File: config.mk
export PLATFORM = sky130hd
export DESIGN_NAME = uart_output
export DESIGN_NICKNAME = d
export VERILOG_FILES = /design/src/rtl/uart_pkg.sv /design/src/rtl/uart_baud_tick.sv /design/src/rtl/uart_output.sv
export SDC_FILE = /design/constraint.sdc
export NUM_CORES = 1
export LEC_CHECK = 0
export ABC_AREA = 1
export CORE_MARGIN = 2
export CORE_UTILIZATION = 35
export CTS_BUF_LIST = sky130_fd_sc_hd__clkbuf_4 sky130_fd_sc_hd__clkbuf_8
export DETAILED_ROUTE_END_ITERATION = 10
export PLACE_DENSITY = 0.59
export SYNTH_ARGS = -nofsm -noshare
export SYNTH_HDL_FRONTEND = slang
export SYNTH_SLANG_ARGS = --single-unit
File: constraint.sdc
create_clock -name clk -period 1.7 [get_ports clk]
set_input_delay 0.255 -clock clk [delete_from_list [all_inputs] [get_ports clk]]
set_output_delay 0.255 -clock clk [all_outputs]
set_load 0.05 [all_outputs]
File: src/rtl/uart_pkg.sv
// Shared UART definitions: frame constants, transmitter state encoding, parity helper.
// Optional PARITY state exists only when UART_OUTPUT_PARITY_EN is defined.
package uart_pkg;

  localparam int DATA_BITS        = 8;
  localparam int CLKS_PER_BIT_DEF = 5208;
  localparam logic [2:0] LAST_BIT = 3'(DATA_BITS - 1);

  typedef enum logic [2:0] {
    IDLE,
    START,
    DATA,
`ifdef UART_OUTPUT_PARITY_EN
    PARITY,
`endif
    STOP
  } uart_state_t;

  function automatic logic parity_of(
    input logic [DATA_BITS-1:0] d,
    input logic                 odd
  );
    return (^d) ^ odd;
  endfunction

endpackage

File: src/rtl/uart_baud_tick.sv
// Bit timer: counts 0..CLKS_PER_BIT-1, tick is high for the final count.
module uart_baud_tick
  import uart_pkg::*;
#(
  parameter int CLKS_PER_BIT = CLKS_PER_BIT_DEF
) (
  input  logic clk,
  input  logic reset,
  input  logic clear,
  output logic tick
);

  localparam int         W    = $clog2(CLKS_PER_BIT);
  localparam logic [W-1:0] LAST = W'(CLKS_PER_BIT - 1);

  logic [W-1:0] r_cnt;

  assign tick = (r_cnt == LAST);

  always_ff @(posedge clk or posedge reset) begin
    if (reset) begin
      r_cnt <= '0;
    end else if (clear || tick) begin
      r_cnt <= '0;
    end else begin
      r_cnt <= r_cnt + W'(1);
    end
  end

endmodule

File: src/rtl/uart_output.sv
// UART transmitter: 8N1 frames, or 8-bit + parity + stop when
// UART_OUTPUT_PARITY_EN is defined. txd, ready are registered.
module uart_output
  import uart_pkg::*;
#(
  parameter int CLKS_PER_BIT = CLKS_PER_BIT_DEF,
  parameter bit PARITY_ODD   = 1'b0
) (
  input  logic                 clk,
  input  logic                 reset,
  input  logic [DATA_BITS-1:0] data,
  input  logic                 valid,
  output logic                 ready,
  output logic                 txd,
  output logic                 busy
);

  uart_state_t          r_state;
  logic [DATA_BITS-1:0] r_shift;
  logic [2:0]           r_idx;
  logic                 r_txd;
  logic                 r_ready;
  logic                 w_tick;
  logic                 w_clear;

  // Timer held at zero while idle so the start bit gets a full period.
  assign w_clear = (r_state == IDLE);

  uart_baud_tick #(
    .CLKS_PER_BIT(CLKS_PER_BIT)
  ) u_baud (
    .clk  (clk),
    .reset(reset),
    .clear(w_clear),
    .tick (w_tick)
  );

  assign ready = r_ready;
  assign busy  = ~r_ready;
  assign txd   = r_txd;

`ifdef UART_OUTPUT_PARITY_EN
  logic r_par;

  always_ff @(posedge clk or posedge reset) begin
    if (reset) begin
      r_par <= 1'b0;
    end else if (r_state == IDLE && valid && r_ready) begin
      r_par <= parity_of(data, PARITY_ODD);
    end
  end
`else
  logic w_unused_parity;
  assign w_unused_parity = PARITY_ODD;
`endif

  always_ff @(posedge clk or posedge reset) begin
    if (reset) begin
      r_state <= IDLE;
      r_shift <= '0;
      r_idx   <= '0;
      r_txd   <= 1'b1;
      r_ready <= 1'b1;
    end else begin
      unique case (r_state)
        IDLE: begin
          if (valid && r_ready) begin
            r_shift <= data;
            r_idx   <= '0;
            r_txd   <= 1'b0;
            r_ready <= 1'b0;
            r_state <= START;
          end
        end
        START: begin
          if (w_tick) begin
            r_txd   <= r_shift[0];
            r_shift <= r_shift >> 1;
            r_state <= DATA;
          end
        end
        DATA: begin
          if (w_tick) begin
            if (r_idx == LAST_BIT) begin
`ifdef UART_OUTPUT_PARITY_EN
              r_txd   <= r_par;
              r_state <= PARITY;
`else
              r_txd   <= 1'b1;
              r_state <= STOP;
`endif
            end else begin
              r_txd   <= r_shift[0];
              r_shift <= r_shift >> 1;
              r_idx   <= r_idx + 3'd1;
            end
          end
        end
`ifdef UART_OUTPUT_PARITY_EN
        PARITY: begin
          if (w_tick) begin
            r_txd   <= 1'b1;
            r_state <= STOP;
          end
        end
`endif
        STOP: begin
          if (w_tick) begin
            r_ready <= 1'b1;
            r_state <= IDLE;
          end
        end
        default: begin
          r_txd   <= 1'b1;
          r_ready <= 1'b1;
          r_state <= IDLE;
        end
      endcase
    end
  end

endmodule

==> impl_metrics.tcl, run 1 <==
set metrics [dict create \
    p_int_uw 1680 \
    p_leak_uw 0.000962 \
    hold_path.class "in2async" \
    io_buffers 13 \
    setup_violations 0 \
    drtPass1Iterations 4 \
    tightest_slew_ns 0.382 \
    stdcell_count 286 \
    tritoncts "done" \
    place_congestion 0.828 \
    vias_per_cell 4.83 \
    grt_pass1_vias 1269 \
    synthXorXnorAreaFrac_pct 1.09 \
    fp.dieH_um 71.7 \
    final_common_cell "nand2_1" \
    netlist_top_cells_area "dfrtp_1 (41%), nand2_1 (19%), nand4_1 (6.2%), ha_1 (5.5%), inv_1 (4.9%)" \
    syn_area_per_cell_sq_um 7.50 \
    final_cell_mix "nand2_1 (80), dfrtp_1 (26), inv_1 (21), nor2_1 (21), nand4_1 (16)" \
    synth_simple_gate_area_share_pct 39.9 \
    design.final.nets 253 \
    reg2reg_depth 8 \
    synth.distinct_cells 25 \
    synth_top_area_share_pct 40.5 \
    io_pins 14 \
    worstSetupEndpointType "flop" \
    drc 0 \
    rows 24 \
    maxSlewViolCount 0 \
    synthMuxAreaShare_pct 0 \
    clockPowerShare_pct 14.0 \
    whs_ns 0.324 \
    ys_seq_area_share_pct 43.8 \
    worstPathMaxFanout 10 \
    synth_area_sq_um 1610 \
    htree_levels 1 \
    die_w_um 71.7 \
    ant_nets 0 \
    cellPowerDensity_nw_per_um2 1610 \
    synth_nets 232 \
    clkTransAtPathRegs_ns 0.10 \
    via_count 1380 \
    seqPwrFrac_pct 32.4 \
    cts_buffers 3 \
    cp-startpoint "u_baud.r_cnt[1]$_DFF_PP0_" \
    max_slew_margin_pct 74.5 \
    swShare_pct 45.0 \
    grt_max_degree 29 \
    die-area_sq_um 5140 \
    synth_warnings 0 \
    min_period_ns 1.57 \
    r2r-start "u_baud.r_cnt[1]$_DFF_PP0_" \
    antenna_found_initial 0 \
    area_delta_synth_final_pct 18.1 \
    postCtsHoldBufs 0 \
    initial_utilization_pct 36.6 \
    placed_cells 280 \
    ys_ff_latch 28 \
    synth_top_family_by_area "simple AND/OR/NAND/NOR gates" \
    clock_latency_ns 0.28 \
    fin_tns_setup_ns 0 \
    core_area_sq_um 4380 \
    status "finished clean" \
    synth_compound_gate_area_share_pct 2.34 \
    grt_pass1_wl_um 5720 \
    synthAdderAreaFrac_pct 5.46 \
    timing.reg2reg.setup_slack_ns 0.13 \
    grt_setup_unrepaired "false" \
    switchingPower_uw 1370 \
    hold_viol 0 \
    synth_cells 214 \
    overflow 0 \
    cts_buffer_depth 2 \
    synth_top_cell_by_area "dfrtp_1" \
    diodes 0 \
    critPathKind "reg2reg" \
    combPwrFrac_pct 53.6 \
    min_period_over_period_pct 92.3 \
    crit_required_ns 1.88 \
    vdd_drop_max_mv 0.625 \
    grt_use_total_pct 14.1 \
    arrival_ns 1.75 \
    wl_per_cell_um 11.2 \
    drive_gt1_share_pct 11.1 \
    cts_sinks 28 \
    dp_hpwl_um 2320 \
    cap_violations 0 \
    wirelength_um 3190 \
    critPathLaunchType "flop" \
    drt_iter0_drc 83 \
    cts-root-buf "clkbuf_8" \
    finalClockSkew_ns 0.00901 \
    rr_endpoint "u_baud.r_cnt[12]$_DFF_PP0_" \
    fmax_mhz 638 \
]
## metrics by stage
step,util [%],power (uW),setup WS [ns],instance area (sq um)
2_1_floorplan,-,2200,0.278,1610
3_3_place_gp,41.3,2550,0.103,1810
3_5_place_dp,41.3,2560,0.0707,1810
4_1_cts,42.6,2990,0.0885,1870
5_1_grt,43.2,3360,0.0149,1900
6_report,43.2,3050,0.132,1900
## synthesized netlist by cell type
cell      count
buf_8         1
nand3_1      11
xor2_1        2
nor3_1        3
nand3_4       1
inv_1        21
buf_2         2
o21ai_1       1
clkinv_1      2
o21a_1        1
nand2_4       1
inv_2         2
ha_1          7
nand3_2       1
or2_2         2
nand2_1      80
nor2_2        1
nand2_2       2
a21oi_1       5
and2_1        1
nand4_1      16
nor3b_1       2
nor2_1       21
dfrtp_1      26
dfstp_2       2
## per-layer routing
layer / share of wire (%) / GRT usage (%)
met5: 0 / 0
met4: 1.8 / 5.66
met3: 3.7 / 1.83
met2: 42 / 19.8
met1: 52 / 21.6
## sequential cells by signal, indices dropped and copies added (netlist names)
register / cells
r_shift: 8
ready: 1
r_idx: 3
txd: 1
u_baud.r_cnt: 13
r_state: 2
## worst max-delay path, stage by stage (launching register included)
cell,delay (ns)
dfrtp_1,0.39
ha_1,0.19
nand2_2,0.09
nor2_2,0.13
nand3_2,0.20
nand2_2,0.27
inv_2,0.09
nand2_1,0.08
nor2_1,0.04
## timing repair
action | CTS | global route
endpoints found under the setup margin | 0 | 9
setup buffers | 0 | 2
resized for setup | 0 | 3
## worst max path at each step
stage	end	slack, ns	cells after the start
finish	u_baud.r_cnt[12]$_DFF_PP0_	0.13	8
CTS	r_shift[7]$_DFFE_PP0P_	0.09	7
detailed placement	r_shift[4]$_DFFE_PP0P_	0.07	8
global placement	r_shift[6]$_DFFE_PP0P_	0.10	8
floorplan	r_shift[0]$_DFFE_PP0P_	0.28	7
global route	r_state[1]$_DFFE_PP0P_	0.01	8
## cells by family after synthesis
logic type,after synthesis
AO/OA/AOI/OAI,7
adder cells (fa/ha/maj),7
XOR/XNOR,2
flip-flops,28
buffers and inverters,28
AND/OR/NAND/NOR,142
## power groups by stage
stage,sequential (uW),combinational (uW),clock [uW]
6_report,989,1630,427
5_1_grt,1010,1880,471
3_5_place_dp,1000,1560,0
3_3_place_gp,1000,1550,0
2_1_floorplan,1040,1160,0
4_1_cts,990,1560,439
## layout make-up
class,instances,area [sq um]
clock buffers,4,55.1
fillers,441,2490
repair buffers,19,180
multi-input cells,158,795
well taps,52,65.1
inverters,25,97.6
flip-flops and latches,28,703
(Power assumes the default switching activity.)
==> run 2, diff against run 1 <==
Settings changed: ABC_CLOCK_PERIOD_IN_PS set to 1700.
==> results of run 2 <==
Final layout, timing and power as in run 1 (identical DEF).
